===== config.mk =====
export PLATFORM = sky130hd
export DESIGN_NAME = param_serializer
export DESIGN_NICKNAME = d
export VERILOG_FILES = /design/src/rtl/param_serializer.sv
export SDC_FILE = /design/constraint.sdc
export NUM_CORES = 1
export LEC_CHECK = 0
export CAP_MARGIN = 20
export CORE_MARGIN = 2
export CORE_UTILIZATION = 46
export DETAILED_ROUTE_END_ITERATION = 8
export PLACE_DENSITY = 0.76
export SYNTH_ARGS = -nofsm -noshare
export SYNTH_HDL_FRONTEND = slang
export SYNTH_SLANG_ARGS = --single-unit

===== constraint.sdc =====
create_clock -name CLK -period 1.53 [get_ports CLK]
set_input_delay 0.153 -clock CLK [delete_from_list [all_inputs] [get_ports CLK]]
set_output_delay 0.153 -clock CLK [all_outputs]
set_load 0.005 [all_outputs]

===== src/rtl/param_serializer.sv =====
// Parallel-to-serial shifter for UART TX, shadow-captured frame, LSB/MSB order.
// Optional parity output enabled with `define SER_PARITY_EN.
module param_serializer #(
  parameter int DATA_W    = 8,
  parameter bit MSB_FIRST = 1'b0,
  parameter int CNT_W     = $clog2(DATA_W)
) (
  input  logic              CLK,
  input  logic              RST,
  input  logic [DATA_W-1:0] P_DATA,
  input  logic              data_valid,
  input  logic              ser_en,
`ifdef SER_PARITY_EN
  input  logic              PAR_TYP,
  output logic              par_bit,
`endif
  output logic              ser_data,
  output logic              ser_done,
  output logic              busy
);

  typedef enum logic {
    IDLE  = 1'b0,
    SHIFT = 1'b1
  } state_t;

  localparam logic [CNT_W-1:0] LAST = CNT_W'(DATA_W - 1);

  state_t            state, state_nx;
  logic [DATA_W-1:0] shadow, shadow_nx;
  logic [CNT_W-1:0]  cnt, cnt_nx;
  logic [CNT_W-1:0]  idx;
  logic              sd_nx;
  logic              done_nx;
  logic              load;

  assign idx  = MSB_FIRST ? (LAST - cnt) : cnt;
  assign load = (state == IDLE) && data_valid;
  assign busy = (state == SHIFT);

  always_ff @(posedge CLK or negedge RST) begin
    if (!RST) begin
      state    <= IDLE;
      shadow   <= '0;
      cnt      <= '0;
      ser_data <= 1'b0;
      ser_done <= 1'b0;
    end else begin
      state    <= state_nx;
      shadow   <= shadow_nx;
      cnt      <= cnt_nx;
      ser_data <= sd_nx;
      ser_done <= done_nx;
    end
  end

  always_comb begin
    state_nx  = state;
    shadow_nx = shadow;
    cnt_nx    = cnt;
    sd_nx     = ser_data;
    done_nx   = 1'b0;
    unique case (1'b1)
      (state == IDLE): begin
        if (data_valid) begin
          shadow_nx = P_DATA;
          cnt_nx    = '0;
          state_nx  = SHIFT;
        end
      end
      (state == SHIFT): begin
        if (ser_en) begin
          sd_nx = shadow[idx];
          if (cnt == LAST) begin
            cnt_nx   = '0;
            done_nx  = 1'b1;
            state_nx = IDLE;
          end else begin
            cnt_nx = cnt + 1'b1;
          end
        end
      end
      default: state_nx = IDLE;
    endcase
  end

`ifdef SER_PARITY_EN
  always_ff @(posedge CLK or negedge RST) begin
    if (!RST) begin
      par_bit <= 1'b0;
    end else if (load) begin
      par_bit <= (^P_DATA) ^ PAR_TYP;
    end
  end
`else
  logic unused_load;
  assign unused_load = load;
`endif

endmodule


# Word-level counts from Yosys, hierarchy flattened
# Cells that the tools add are included.
[totals] register_bits=14 wordCells=27
[classes] mux=13 reduce_logical=3 bitwise_logic=1 add_sub_neg=1 magnitude_cmp=1 eq_ne=3
[op_table] operator="$mux W3" n=3
[op_table] operator="$mux W1" n=7
[op_table] operator="$pmux W3 S2" n=1
[op_table] operator="$reduce_and A2 Y1" n=3
[op_table] operator="$lt A3 B4 Y1 const B" n=1
[op_table] operator="$ne A2 B2 Y1 const B" n=2
[op_table] operator="$add A3 B1 Y3 const B" n=1
[op_table] operator="$bmux W1 S3" n=1
[op_table] operator="$eq A3 B3 Y1 const B" n=1
[op_table] operator="$pmux W1 S2" n=1
[op_table] operator="$not A1 Y1" n=1

# Longest topological paths before layout
[depth] depth_word=4 depth_mapped=4 mapped_depth_nobuf=4

# Least setup slack after synthesis
# Ideal clock, no wire load.
[synth_path] path_type="register to register" from="register cnt[0]" to="register ser_data" synth_period_minus_slack_ps=1246 setup_ps=74 t_arrival_ps=1172 setup_slack_ps=284 stages_incl_launch_ff=5 cell_sequence="dfrtp_1 > buf_6 > mux2i_1 > mux4_2 > o21ai_2"
[synth_via] elab_chain_len=2
[synth_lines] element="start, declared" line="31" rtl="logic [CNT_W-1:0] cnt, cnt_nx;"
[synth_lines] element="start signal, assigned" line="51" rtl="cnt <= cnt_nx;"
[synth_lines] element="$bmux W1 S3" line="73" rtl="sd_nx = shadow[idx];"
[synth_lines] element="$mux W1 (implied by the code)" line="73"
[synth_lines] element="end signal, assigned" line="52" rtl="ser_data <= sd_nx;"
[synth_lines] element="end, declared" line="17" rtl="output logic ser_data,"
# Every way passes these cells. The select of a mux whose other input is x is not followed.
# A chain may end at the register's enable or synchronous reset.

# Final worst setup path
[layout_path] from="register state, in the netlist busy" to="output busy"
[layout_rtl] element="start, declared" line="29" rtl="state_t state, state_nx;"
[layout_rtl] element="start signal, assigned" line="49" rtl="state <= state_nx;"
[layout_rtl] element="end, declared" line="19" rtl="output logic busy"
# No word-level cell between the ends.

==> run metrics <==
clock tree from TritonCTS done; final-report hold violation count 0; number of global-route vias before repair 373; share of the synthesized area in the top cell type 56.6%; top-level I/O count 15; area of the die 0.00166 mm²; Synthesis Warnings 0; Crit path depth 1; final WL 954 µm; Startpoint Class flip-flop; total negative slack for setup checks 0 ps; hold bufs inserted after CTS 0; via/cell ratio 5.32; worst reg2reg setup slack 200 ps; power per standard cell area 1660 mW/mm²; worst reg2reg endpoint cnt[2]; setup bufs post-CTS 0; die height 40.7 µm; leakage power figure 0.365 nW; H-tree lvl count 1; DRC violations left 0; netlist area before placement 619 µm²; clock edge transition at the registers on the reported setup and hold paths 90 ps; CP max stage delay 550 ps; pin count of the biggest net entering global routing 15; final worst clock skew 1.37 ps; number of clock sinks 14; number of clock buffers inserted by TritonCTS 3; fraction of layout instances using a drive strength above 1 26.2%; minimum clock period 1450 ps; Crit path required time 1380 ps; IO Port Bufs 14; termination of the worst setup path busy; Worst path top cell family by delay buffers and inverters; worst path cell trace clkdlybuf4s50_1; number of cells on the worst reg-to-reg path 3; DR pass1 iterations 2; f_max 691 MHz; number of storage elements in the synthesis netlist 14; endpoint type of the worst setup path output port; total setup violations reported at the end of the flow 0; total core area 0.00128 mm²; launching element of the worst setup path busy; global placement routability congestion 0.720; beginning of the worst register-to-register path cnt[0]; cell types with the largest area share after synthesis sky130_fd_sc_hd__dfrtp_1 57%, sky130_fd_sc_hd__mux2_2 13%, sky130_fd_sc_hd__mux2i_1 6.5%; slew at the pin closest to its max-slew limit 298 ps; post-route antenna net violation count 0; Resized Gates After CTS 0; worst path bufs/invs 1; peak fanout along the critical path 8; mean cell area of the mapped netlist 14.4 µm²; number of DRC violations after detailed-routing iteration 0 2; maximum clock insertion buffer count 2; placed wire-length estimate after detailed placement 744 µm; cell at the root of the clock tree sky130_fd_sc_hd__clkbuf_4; setup repair after global routing missed its margin no; Net count, final 76; final routed wire length divided by cell count 12.6 µm; antenna violations before repair 0; MaxCap Viol Count 0; utilization of the core after routing 63.3%; Post-Syn Instances 43; overall fraction of global-route tracks in use 13.8%; P&R area growth vs syn 31.3%; count of pins over their slew limit 0; clk_lat worst skew 270 ps; chip width 40.7 µm; global-route wire length before repair 1480 µm; Mapped Nets 57; VDD IR-drop max 0.867 mV; initial core utilization 48.2%; number of vias after detailed routing 404; run status completed; CP max stage cell sky130_fd_sc_hd__clkdlybuf4s50_1; post-synth top area cell sky130_fd_sc_hd__dfrtp_1; data arrival time at the worst-slack endpoint 1290 ps; Slew Limit Headroom 80.1%; post-synthesis sequential area ratio 56.6%; type of the worst setup path flip-flop to output port; final global-route overflow total 0; floorplan row count 13; worst hold margin 188 ps; post-synth cell types 17; final cycle utilization of the critical path 94.6%; type of the most critical hold path input pin to asynchronous set/reset pin; number of antenna diodes 0
==> metal layers <==
metal	vias up	part of all wire, %	global-route usage, %
met5	-	0	0
met4	0	0	2.50
met3	0	5.6	3.26
met2	7	51	24.2
met1	204	43	17.2
li1	193	-	-
==> state kept, by name, summed over array words and instances (netlist names) <==
register,count
cnt,3
ser_data,1
shadow,8
ser_done,1
busy,1
==> Yosys cell counts <==
| master | number |
|---|---|
| sky130_fd_sc_hd__nand2_1 | 2 |
| sky130_fd_sc_hd__nor2_1 | 2 |
| sky130_fd_sc_hd__nor2b_1 | 1 |
| sky130_fd_sc_hd__mux4_2 | 1 |
| sky130_fd_sc_hd__a21o_2 | 1 |
| sky130_fd_sc_hd__nor3_1 | 1 |
| sky130_fd_sc_hd__a21oi_1 | 1 |
| sky130_fd_sc_hd__and3_1 | 1 |
| sky130_fd_sc_hd__buf_2 | 1 |
| sky130_fd_sc_hd__ha_1 | 2 |
| sky130_fd_sc_hd__mux2i_1 | 4 |
| sky130_fd_sc_hd__buf_6 | 1 |
| sky130_fd_sc_hd__a32o_1 | 2 |
| sky130_fd_sc_hd__mux2_1 | 1 |
| sky130_fd_sc_hd__dfrtp_1 | 14 |
| sky130_fd_sc_hd__o21ai_2 | 1 |
| sky130_fd_sc_hd__mux2_2 | 7 |
==> kinds of logic after synthesis <==
family	count (synthesis)	synth area share, %
muxes	13	24.6
AOI/OAI and AO/OA	5	6.87
DFF	14	56.6
adders and majority gates	2	4.04
and+or+nand+nor	7	5.25
buffers and inverters	2	2.63
==> worst min-delay path by stage <==
stage	end	slack [ps]	cells after the start
floorplan	busy	-140	0
CTS	shadow[2]	190	2
finish	shadow[1]	190	2
detailed placement	shadow[2]	480	1
global route	shadow[1]	220	2
global placement	ser_data	460	2
==> power breakdown <==
part / switching, mW / internal (mW)
Sequential: 0.125 / 0.531
Clock: 0.116 / 0.144
Combinational: 0.128 / 0.303
==> area by class of cell <==
class / instances / area (µm²)
Clock buffer: 4 / 36.3
Fill cell: 100 / 472
Multi-Input combinational cell: 27 / 253
Sequential cell: 14 / 350
Tap cell: 15 / 18.8
Timing Repair Buffer: 16 / 155
==> layout by cell type (no fill, tap or decap), types with 2 or more instances in the layout <==
| cell type | instances |
|---|---|
| sky130_fd_sc_hd__dfrtp_1 | 14 |
| sky130_fd_sc_hd__mux2_2 | 7 |
| sky130_fd_sc_hd__nor2_1 | 2 |
| sky130_fd_sc_hd__ha_1 | 2 |
| sky130_fd_sc_hd__clkbuf_4 | 3 |
| sky130_fd_sc_hd__buf_4 | 2 |
| sky130_fd_sc_hd__clkdlybuf4s50_1 | 14 |
| sky130_fd_sc_hd__nand2_1 | 2 |
| sky130_fd_sc_hd__mux2i_1 | 4 |
| sky130_fd_sc_hd__a32o_1 | 2 |
==> metrics by stage <==
stage | cell area (µm²) | power, mW | cells | setup WS, ps
final | 813 | 1.35 | 76 | 82.2
after global routing | 813 | 1.44 | 76 | 25.6
after CTS | 813 | 1.37 | 76 | 78.2
after detailed placement | 777 | 1.11 | 72 | 122
after global placement | 777 | 1.09 | 72 | 126
after floorplan | 619 | 0.989 | 43 | 284
(Power assumes the default switching activity.)
